$ cat src/rtl/phy_rx_aligner.sv
// Receive-lane deserializer and symbol aligner: hunts for the comma symbol at
// any bit offset, locks after LOCK_COUNT aligned commas, then strobes out data
// symbols and drops lock if too many symbols pass without a comma.
module phy_rx_aligner #(
  parameter int unsigned      WIDTH      = 8,
  parameter logic [WIDTH-1:0] COM        = 8'hBC,
  parameter logic [WIDTH-1:0] IDLE       = 8'h7C,
  parameter int unsigned      LOCK_COUNT = 4,
  parameter int unsigned      GAP_MAX    = 16
) (
  input  logic             clk_32f,
  input  logic             reset,
  input  logic             data_in,
  output logic [WIDTH-1:0] data_out,
  output logic             valid_out,
  output logic             active,
  output logic             lock_err
);

  localparam int unsigned CW  = $clog2(WIDTH);
  localparam int unsigned LCW = $clog2(LOCK_COUNT + 1);
  localparam int unsigned GW  = (GAP_MAX == 0) ? 1 : $clog2(GAP_MAX + 1);

  localparam logic [CW-1:0] LAST_BIT = CW'(WIDTH - 1);
  localparam logic [LCW:0]  LOCK_LIM = (LCW + 1)'(LOCK_COUNT);
  localparam logic [GW:0]   GAP_LIM  = (GW + 1)'(GAP_MAX);

  typedef enum logic [1:0] {HUNT = 2'd0, SYNC = 2'd1, LOCKED = 2'd2} state_t;

  state_t           state, state_nxt;
  // Only the newest WIDTH-1 bits are ever read, so the oldest bit of the
  // shift register is not kept.
  logic [WIDTH-2:0] sr;
  logic [WIDTH-1:0] nxt;
  logic [CW-1:0]    cnt, cnt_d;
  logic [LCW-1:0]   com_cnt, com_cnt_d;
  logic [LCW:0]     com_inc;
  logic [GW-1:0]    gap, gap_d;
  logic [GW:0]      gap_inc;
  logic             is_com, is_idle, sym_done, timeout;
  logic [WIDTH-1:0] data_d;
  logic             valid_d, active_d, lock_err_d;

  assign nxt      = {sr, data_in};
  assign is_com   = (nxt == COM);
  assign is_idle  = (nxt == IDLE);
  assign sym_done = (cnt == LAST_BIT);
  assign com_inc  = {1'b0, com_cnt} + (LCW + 1)'(1);
  assign gap_inc  = {1'b0, gap} + (GW + 1)'(1);

  // State register plus registered datapath and outputs
  always_ff @(posedge clk_32f) begin
    if (reset) begin
      state     <= HUNT;
      sr        <= '0;
      cnt       <= '0;
      com_cnt   <= '0;
      gap       <= '0;
      data_out  <= '0;
      valid_out <= 1'b0;
      active    <= 1'b0;
      lock_err  <= 1'b0;
    end else begin
      state     <= state_nxt;
      sr        <= nxt[WIDTH-2:0];
      cnt       <= cnt_d;
      com_cnt   <= com_cnt_d;
      gap       <= gap_d;
      data_out  <= data_d;
      valid_out <= valid_d;
      active    <= active_d;
      lock_err  <= lock_err_d;
    end
  end

  // Next-state decode, including the gap timeout that forces a return to HUNT
  always_comb begin
    state_nxt = state;
    timeout   = 1'b0;
    case (state)
      HUNT: begin
        if (is_com) state_nxt = (LOCK_COUNT == 1) ? LOCKED : SYNC;
      end
      SYNC: begin
        if (sym_done) begin
          if (!is_com)                  state_nxt = HUNT;
          else if (com_inc == LOCK_LIM) state_nxt = LOCKED;
        end
      end
      LOCKED: begin
        if (sym_done && !is_com && (GAP_MAX != 0) && (gap_inc == GAP_LIM)) begin
          timeout   = 1'b1;
          state_nxt = HUNT;
        end
      end
      default: state_nxt = HUNT;
    endcase
  end

  // Counter updates and next values of the registered outputs
  always_comb begin
    cnt_d      = sym_done ? '0 : cnt + CW'(1);
    com_cnt_d  = com_cnt;
    gap_d      = gap;
    data_d     = data_out;
    valid_d    = 1'b0;
    active_d   = (state_nxt == LOCKED);
    lock_err_d = timeout;
    case (state)
      HUNT: begin
        cnt_d = '0;
        if (is_com) begin
          com_cnt_d = LCW'(1);
          gap_d     = '0;
        end
      end
      SYNC: begin
        if (sym_done) begin
          if (is_com) begin
            com_cnt_d = com_inc[LCW-1:0];
            gap_d     = '0;
          end else begin
            com_cnt_d = '0;
          end
        end
      end
      LOCKED: begin
        if (sym_done) begin
          if (is_com) begin
            gap_d = '0;
          end else if (timeout) begin
            gap_d     = '0;
            com_cnt_d = '0;
          end else begin
            gap_d = (&gap) ? gap : gap_inc[GW-1:0];
            if (!is_idle) begin
              data_d  = nxt;
              valid_d = 1'b1;
            end
          end
        end
      end
      default: ;
    endcase
  end

endmodule
$ cat config.mk
export PLATFORM = sky130hd
export DESIGN_NAME = phy_rx_aligner
export DESIGN_NICKNAME = d
export VERILOG_FILES = /design/src/rtl/phy_rx_aligner.sv
export SDC_FILE = /design/constraint.sdc
export NUM_CORES = 1
export LEC_CHECK = 0
export BUFFER_PORTS_ARGS = -buffer_cell sky130_fd_sc_hd__buf_4
export CORE_MARGIN = 5
export CORE_UTILIZATION = 46
export DETAILED_ROUTE_END_ITERATION = 7
export GPL_ROUTABILITY_DRIVEN = 1
export GPL_TIMING_DRIVEN = 1
export HOLD_SLACK_MARGIN = 0.02
export MAX_ROUTING_LAYER = met4
export SYNTH_ARGS = -nofsm -noshare
export SYNTH_HDL_FRONTEND = slang
export SYNTH_SLANG_ARGS = --single-unit
$ cat constraint.sdc
create_clock -name clk_32f -period 2.7 [get_ports clk_32f]
set_clock_uncertainty 0.1 [all_clocks]
set_input_delay 0.27 -clock clk_32f [delete_from_list [all_inputs] [get_ports clk_32f]]
set_output_delay 0.27 -clock clk_32f [all_outputs]
set_load 0.005 [all_outputs]
==> results of run 1 <==
## metrics by stage
step           utilization [%]  std cells  instance area (um2)
2_1_floorplan                -        166                 1530
3_3_place_gp              51.2        221                 1680
3_5_place_dp              51.2        221                 1680
4_1_cts                   53.0        228                 1740
5_1_grt                   53.0        228                 1740
6_report                  53.0        228                 1740
## flip-flops by register name, indices dropped and copies added (netlist names), 2 cells and up
register and cells:
cnt 3, com_cnt 3, data_out 8, gap 5
sr 7, state 2
## worst max-delay path: stages, from the launching register on
cell	delay, ps
dfxtp_1	360
ha_1	270
and3_1	200
ha_1	300
nand4_1	210
o31a_1	400
nor2_2	160
mux2_1	320
## layout make-up
cell class,instances,area [um2],share of cell area (%)
Clock buffer,6,51.3,2.95
Multi-Input combinational cell,119,851,48.9
Tap cell,46,57.6,3.31
Sequential cell,31,621,35.7
Clock inverter,1,5.00,0.288
Timing Repair Buffer,16,120,6.91
Inverter,9,33.8,1.94
## logic make-up (layout without fill, tap and decap cells)
kind of cell | after synthesis | after routing | synth area share (%)
simple gates | 61 | 61 | 21.7
flops | 31 | 31 | 40.5
xor+xnor | 2 | 2 | 1.14
compound gates | 34 | 34 | 16.1
mux | 11 | 11 | 7.59
buf+inv | 16 | 32 | 4.08
fa+ha+maj | 11 | 11 | 8.97
## cells in the final DEF, fill, tap and decap left out, drive strengths merged, types with 2 or more instances in the layout
cell,synthesis,layout
inv,9,9
dfxtp,31,31
a211oi,2,2
nor4,3,3
nand3,2,2
nor3b,2,2
a21oi,4,4
o21ai,10,10
nand4,3,3
nor2,18,18
mux2,2,2
a31oi,3,3
buf,4,16
clkbuf,3,6
and2,3,3
ha,11,11
nand2,10,10
mux2i,9,9
a32oi,2,2
o32ai,2,2
nor2b,10,10
and3,3,3
## final timing paths
path         slack [ps]                start  cells past startpoint                      end
min                  80              data_in                      2         sr[0]$_SDFF_PP0_
max                 290  gap[0]$_SDFFE_PP0P_                      7  com_cnt[0]$_SDFFE_PP0P_
max reg2reg         290  gap[0]$_SDFFE_PP0P_                      7  com_cnt[0]$_SDFFE_PP0P_
min reg2reg         340    cnt[0]$_SDFF_PP0_                      1        cnt[0]$_SDFF_PP0_
## per-layer routing
layer | vias to the layer above | wire (um) | part of all wire, %
met5 | - | 0 | 0
met4 | 0 | 48 | 1.6
met3 | 5 | 141 | 4.6
met2 | 24 | 1470 | 48
met1 | 586 | 1420 | 46
li1 | 628 | - | -
## power breakdown
part | leakage, nW | total (W) | switching [W] | internal [W]
clock | 0.0341 | 0.000271 | 0.000151 | 0.000120
combinational | 0.484 | 0.0000154 | 0.0000102 | 0.00000526
sequential | 0.250 | 0.000461 | 0.00000221 | 0.000459
==> impl_metrics.ini, run 1 <==
[status]
outcome = completed

[logic_synthesis]
synth-async-reset-ratio_pct = 0
synth_area_um2 = 1530
synth-edff-count = 0
synth.area.top_cells = dfxtp_1 40%, ha_1 9.0%, mux2i_1 5.9%
synthCells = 166
synth_cell_types = 47
syn_nets = 180
yosysMostFrequentCell = dfxtp_1
synth-seq-cells = 31
yosysTopAreaCellShare_pct = 40.5
ys_seq_area_share_pct = 40.5
post_synth.cell_area_avg_um2 = 9.24
ys.flop_type = dfxtp_1
synth_top_cell_by_area = dfxtp_1
synthTopCellsByCount = 31 x dfxtp_1, 17 x nor2_1, 11 x ha_1
yosys_warnings = 0

[clock_network]
cts_setup_buffers = 0
cts-root-buf = clkbuf_4
cts_resized = 0
clock_path_buffers = 2
numCtsBuffers = 5
cts_num_sinks = 31
htree_levels = 2
worstSkewPairLatency_ps = 320
cts_tree = done
path_clk_slew_ps = 90
hold_buffers = 0

[timing]
setup_slack_ps = 289
fin_crit_ps = 2410
setup_viol = 0
hold_viol_final = 0
relSlewSlack_pct = 64.5
max_freq_mhz = 415
whs_ps = 81.7
slew_viol_final = 0
rsz0062_at_grt = false
setup_tns_ps = 0
worst_pin_slew_ps = 531
period_share_pct = 89.3

[final_layout]
nFillCells = 324
drive_gt1_share_pct = 15.4
nets = 196
diodes = 0
area_delta_synth_final_pct = 13.4

[floorplan]
initial_utilization_pct = 46.7
die_area_um2 = 4590
die_h_um = 67.7
ios = 14
core-area_um2 = 3280
core.rowCount = 21
dieWidth_um = 67.7

[detailed_routing]
viasPerCell = 5.45
drtIter0Drc = 92
wirelength_mm = 3.09
drt_pass1_iterations = 4
drc = 0
wl_per_cell_um = 13.5
vias = 1243
final_antenna_net_count = 0

[power_and_ir_drop]
power.density_nw_per_um2 = 430
power_w = 0.000748
peakVddDrop_v = 0.000212
leakage_nw = 0.768

[placed_design]
dp_hpwl_mm = 2.27
pre_cts_slack_ps = 313
place.gp.congestion = 0.810
io_buffer_count = 13

[worst_setup_path]
critical_path_peak_fanout = 5
worst_setup_path_end_kind = flip-flop
critPathLaunchType = flip-flop
critPathArrivalTime_ps = 2530
crit_type = reg -> reg
cp.required_ps = 2820

[grt]
use_met2_pct = 27.7
met3_usage_pct = 4.49
grt_pass1_wl_mm = 5.55
antenna_found_initial = 0
grt.overflow.total = 0
first_global_vias = 1255
grt_max_degree = 29
busiest_layer = met2
grt_use_met1_pct = 18.8
grt_util_all_layers_pct = 16.6

[worst_hold_path]
hp-class = in -> reg

[job]
max_cap_violations = 0
Power figures use the tool's default switching activity.
==> run 2, diff against run 1 <==
--- a/config.mk
+++ b/config.mk
@@ -12,7 +12,7 @@
 export GPL_ROUTABILITY_DRIVEN = 1
 export GPL_TIMING_DRIVEN = 1
 export HOLD_SLACK_MARGIN = 0.02
-export MAX_ROUTING_LAYER = met4
+export SLEW_MARGIN = 30
 export SYNTH_ARGS = -nofsm -noshare
 export SYNTH_HDL_FRONTEND = slang
 export SYNTH_SLANG_ARGS = --single-unit
==> run 2 against run 1 <==
  * Register-to-register slack hardly changed
  * Critical path depth is the same
  * Combinational power is essentially flat
  * Clock-buffer cell count is the same
  * Critical endpoint unchanged
  * Largest power group unchanged
==> impl_metrics.ini, run 2 (same netlist as run 1, synthesis figures left out) <==
[final_layout]
diodes = 0
multi_input_area_um2 = 851
final_common_cell = dfxtp_1
register_area_um2 = 621
nFillCells = 324
reg_top3 = data_out x8, sr x7, gap x5
area_delta_synth_final_pct = 13.4
largest_register = data_out
drive_gt1_share_pct = 15.4
postLayoutCoreUtil_pct = 53.0
final_cell_mix = 31 x dfxtp_1, 17 x nor2_1, 16 x buf_4
largest_reg_flops = 8
nets = 196

[job]
max_cap_violations = 0

[worst_setup_path]
worst_setup_path_end_kind = flip-flop
critPathArrivalTime_ps = 2530
crit_type = reg -> reg
startpoint = gap[0]$_SDFFE_PP0P_
critPathLaunchType = flip-flop
cp.required_ps = 2820
r2r-start = gap[0]$_SDFFE_PP0P_
reg2reg_setup_slack_ps = 290
critical_path_peak_fanout = 5
r2r_cells = 7
timing.rr.end = com_cnt[0]$_SDFFE_PP0P_

[clock_network]
cts_tree = done
cts_resized = 0
clock_path_buffers = 2
htree_levels = 2
cts_num_sinks = 31
path_clk_slew_ps = 90
numCtsBuffers = 5
hold_buffers = 0
worstSkewPairLatency_ps = 320
cts_setup_buffers = 0
cts-root-buf = clkbuf_4

[floorplan]
die_h_um = 67.7
initial_utilization_pct = 46.7
dieWidth_um = 67.7
core.rowCount = 21
core-area_um2 = 3280
die_area_um2 = 4590
ios = 14

[worst_hold_path]
hp-class = in -> reg
min_path_cells = 2
worstHoldStart = data_in
hold_end = sr[0]$_SDFF_PP0_

[detailed_routing]
drc = 0
vias = 1242
wl_per_cell_um = 13.6
drt_pass1_iterations = 4
final_antenna_net_count = 0
viasPerCell = 5.45
wirelength_mm = 3.10
drtIter0Drc = 91

[power_and_ir_drop]
leakage_nw = 0.768
peakVddDrop_v = 0.000212
power.density_nw_per_um2 = 430

[grt]
first_global_vias = 1253
antenna_found_initial = 0
grt_util_all_layers_pct = 16.3
grt_pass1_wl_mm = 5.59
grt_max_degree = 29
grt.overflow.total = 0

[timing]
rsz0062_at_grt = false
slew_viol_final = 0
setup_tns_ps = 0
worst_pin_slew_ps = 522
setup_viol = 0
max_freq_mhz = 414
fin_crit_ps = 2410
period_share_pct = 89.4
relSlewSlack_pct = 65.1
hold_viol_final = 0

[placed_design]
place.gp.congestion = 0.799
dp_hpwl_mm = 2.27
io_buffer_count = 13

[status]
outcome = completed
## run 2: cell counts in the layout (fill, tap and decap cells not counted)
No cell type changed its count.
## run 2: how the worst max path moves through the flow
| stage | to | cells after the start |
|---|---|---|
| 6_report | com_cnt[0]$_SDFFE_PP0P_ | 7 |
| 4_1_cts | com_cnt[0]$_SDFFE_PP0P_ | 7 |
| 2_1_floorplan | com_cnt[0]$_SDFFE_PP0P_ | 7 |
| 5_1_grt | com_cnt[0]$_SDFFE_PP0P_ | 7 |
| 3_5_place_dp | com_cnt[0]$_SDFFE_PP0P_ | 7 |
| 3_3_place_gp | com_cnt[0]$_SDFFE_PP0P_ | 7 |
## run 2: final cells by class
cell class	instances	share of cell area (%)
clock buffer	6	2.95
clock inverter	1	0.288
inverter	9	1.94
multi-input combinational	119	48.9
sequential	31	35.7
tap	46	3.31
timing repair buffer	16	6.91
## run 2: worst max-delay path, stage by stage, from the launching register on
cell and delay, ps:
dfxtp_1 360, ha_1 260, and3_1 200, ha_1 300, nand4_1 210, o31a_1 400, nor2_2 160, mux2_1 320
## run 2: where the power goes
part	leakage [nW]	switching, W	total [W]	internal, W
Combinational	0.484	0.0000102	0.0000155	0.00000526
Clock	0.0341	0.000151	0.000271	0.000120
Sequential	0.250	0.00000220	0.000461	0.000459
Total	0.768	0.000163	0.000748	0.000585
## run 2: metal layers
layer / global-route usage (%) / share of wire (%) / vias to the layer above
met3: 4.49 / 3.5 / 5
met4: 6.84 / 1.5 / 0
met1: 19.1 / 46 / 592
li1: - / - / 627
met2: 27.7 / 48 / 18
met5: 0 / 0 / -
## run 2: through the flow
step / setup WS (ps) / cells / area, um2 / hold slack, ps / power, W
2_1_floorplan: 473 / 166 / 1530 / 298 / 0.000482
3_3_place_gp: 378 / 221 / 1680 / 324 / 0.000488
3_5_place_dp: 313 / 221 / 1680 / 335 / 0.000488
4_1_cts: 296 / 228 / 1740 / 69.4 / 0.000760
5_1_grt: 194 / 228 / 1740 / 105 / 0.000783
6_report: 286 / 228 / 1740 / 81.5 / 0.000748
==> run 3, diff against run 2 <==
--- a/config.mk
+++ b/config.mk
@@ -7,7 +7,7 @@
 export LEC_CHECK = 0
 export BUFFER_PORTS_ARGS = -buffer_cell sky130_fd_sc_hd__buf_4
 export CORE_MARGIN = 5
-export CORE_UTILIZATION = 46
+export CORE_UTILIZATION = 30
 export DETAILED_ROUTE_END_ITERATION = 7
 export GPL_ROUTABILITY_DRIVEN = 1
 export GPL_TIMING_DRIVEN = 1
==> run 3 against run 2 <==
  * Cell area up 5.3%
  * Global-route usage shrank 5.7 points
  * Worst setup slack improved by 34 ps
  * Clock power rose by 74%
  * Clock-buffer cell count is the same
  * Via count up 1.0%
  * First-iteration DRC count down 69%
  * Register-to-register slack gained 30 ps
  * Power up 27%
  * Sequential share of layout area decreased by 1.8 points
  * Final cell count rose by 11%
  * Non-clock buffer count stayed put
  * Critical path type unchanged
  * Critical endpoint unchanged
  * Largest cell class unchanged
  * Largest power group is now the clock network
==> impl_metrics.ini, run 3 (same netlist as run 1, synthesis figures left out) <==
[clock_network]
cts_num_sinks = 31
cts_resized = 0
cts_tree = done
numCtsBuffers = 5
clock_path_buffers = 2
cts-root-buf = clkbuf_8
cts_setup_buffers = 0
worstSkewPairLatency_ps = 280
path_clk_slew_ps = 70
hold_buffers = 0
htree_levels = 2

[timing]
setup_viol = 0
hold_viol_final = 0
relSlewSlack_pct = 70.4
worst_pin_slew_ps = 442
slew_viol_final = 0
period_share_pct = 88.2
setup_tns_ps = 0
rsz0062_at_grt = false
fin_crit_ps = 2380
max_freq_mhz = 420
whs_ps = 133

[worst_setup_path]
cp.required_ps = 2780
path_cells = ha_1 -> and3_1 -> ha_1 -> nand4_1 -> o31a_1 -> nor2_2 -> mux2_1
cp_top_family = adder cells
critical_path_peak_fanout = 5
r2r_cells = 7
max_stage_delay_ps = 400
timing.rr.end = com_cnt[0]$_SDFFE_PP0P_
critPathSlowestCell = o31a_1
critPathLaunchType = flip-flop
crit_top_cell = ha_1
crit_type = reg -> reg
reg2reg_setup_slack_ps = 320
path_depth = 7
path_buf_inv = 0
r2r-start = gap[0]$_SDFFE_PP0P_
worst_setup_path_end_kind = flip-flop
critPathArrivalTime_ps = 2460

[final_layout]
stdcell_count = 253
diodes = 0
reg_top3 = data_out x8, sr x7, gap x5
fin_area_um2 = 1830
postLayoutCoreUtil_pct = 36.3
largest_reg_flops = 8
nFillCells = 509
largest_register = data_out
area_delta_synth_final_pct = 19.3
final_cell_mix = 31 x dfxtp_1, 17 x nor2_1, 16 x buf_4
drive_gt1_share_pct = 15.8
final_common_cell = dfxtp_1
nets = 196

[grt]
first_global_vias = 1195
grt_util_all_layers_pct = 10.6
grt_pass1_wl_mm = 5.36
antenna_found_initial = 0
grt_max_degree = 29
grt.overflow.total = 0

[floorplan]
core.rowCount = 26
die_h_um = 81.5
dieWidth_um = 81.5
die_area_um2 = 6640
core-area_um2 = 5040
initial_utilization_pct = 30.4
ios = 14

[detailed_routing]
wirelength_mm = 3.10
vias = 1255
drc = 0
final_antenna_net_count = 0
drt_pass1_iterations = 4
drtIter0Drc = 28
wl_per_cell_um = 12.3
viasPerCell = 4.96

[job]
max_cap_violations = 0

[placed_design]
io_buffer_count = 13
place_inst = 245
dp_hpwl_mm = 2.22
place.gp.congestion = 0.807
place_area_um2 = 1710

[worst_hold_path]
min_path_cells = 2
worstHoldStart = data_in
hp-class = in -> reg
hold_end = sr[0]$_SDFF_PP0_

[power_and_ir_drop]
leakage_nw = 0.795
power.density_nw_per_um2 = 519
peakVddDrop_v = 0.000257

[status]
outcome = completed
run 3: worst register-to-register path: cells and delay by family, from the launching register on:
family | cells | cell delay (ps)
simple gates | 3 | 540
fa+ha+maj | 2 | 560
flops | 1 | 350
mux | 1 | 320
compound gates | 1 | 400
run 3: final cells by class:
cell class                      instances  area (um2)  area share [%]
Clock buffer                            6        82.6            4.51
Inverter                                9        33.8            1.85
Clock inverter                          2        35.0            1.91
Sequential cell                        31         621            33.9
Timing Repair Buffer                   16         120            6.56
Multi-Input combinational cell        119         851            46.5
Tap cell                               70        87.6            4.78
run 3: worst max-delay path by stage:
stage                              end                 from  slack (ps)
4_1_cts        com_cnt[0]$_SDFFE_PP0P_  gap[0]$_SDFFE_PP0P_         320
3_5_place_dp   com_cnt[0]$_SDFFE_PP0P_  gap[0]$_SDFFE_PP0P_         320
3_3_place_gp   com_cnt[0]$_SDFFE_PP0P_  gap[0]$_SDFFE_PP0P_         370
6_report       com_cnt[0]$_SDFFE_PP0P_  gap[0]$_SDFFE_PP0P_         320
5_1_grt        com_cnt[0]$_SDFFE_PP0P_  gap[0]$_SDFFE_PP0P_         210
2_1_floorplan  com_cnt[0]$_SDFFE_PP0P_  gap[0]$_SDFFE_PP0P_         470
run 3: through the flow:
step / total power [W] / setup WS, ps
after floorplan: 0.000482 / 473
after global placement: 0.000488 / 372
after detailed placement: 0.000488 / 320
after CTS: 0.000967 / 324
after global routing: 0.000992 / 212
final: 0.000950 / 320
run 3: power breakdown:
part,switching [W],leakage (nW),internal [W],total [W]
Sequential,0.00000217,0.250,0.000460,0.000462
Combinational,0.0000108,0.484,0.00000527,0.0000161
Clock,0.000174,0.0612,0.000298,0.000472
run 3: per-layer routing:
| metal | wire, um | track usage [%] | vias up |
|---|---|---|---|
| met5 | 0 | 0 | - |
| met4 | 40 | 3.55 | 0 |
| met3 | 163 | 4.50 | 5 |
| met2 | 1390 | 16.9 | 19 |
| met1 | 1510 | 12.7 | 603 |
| li1 | - | - | 628 |
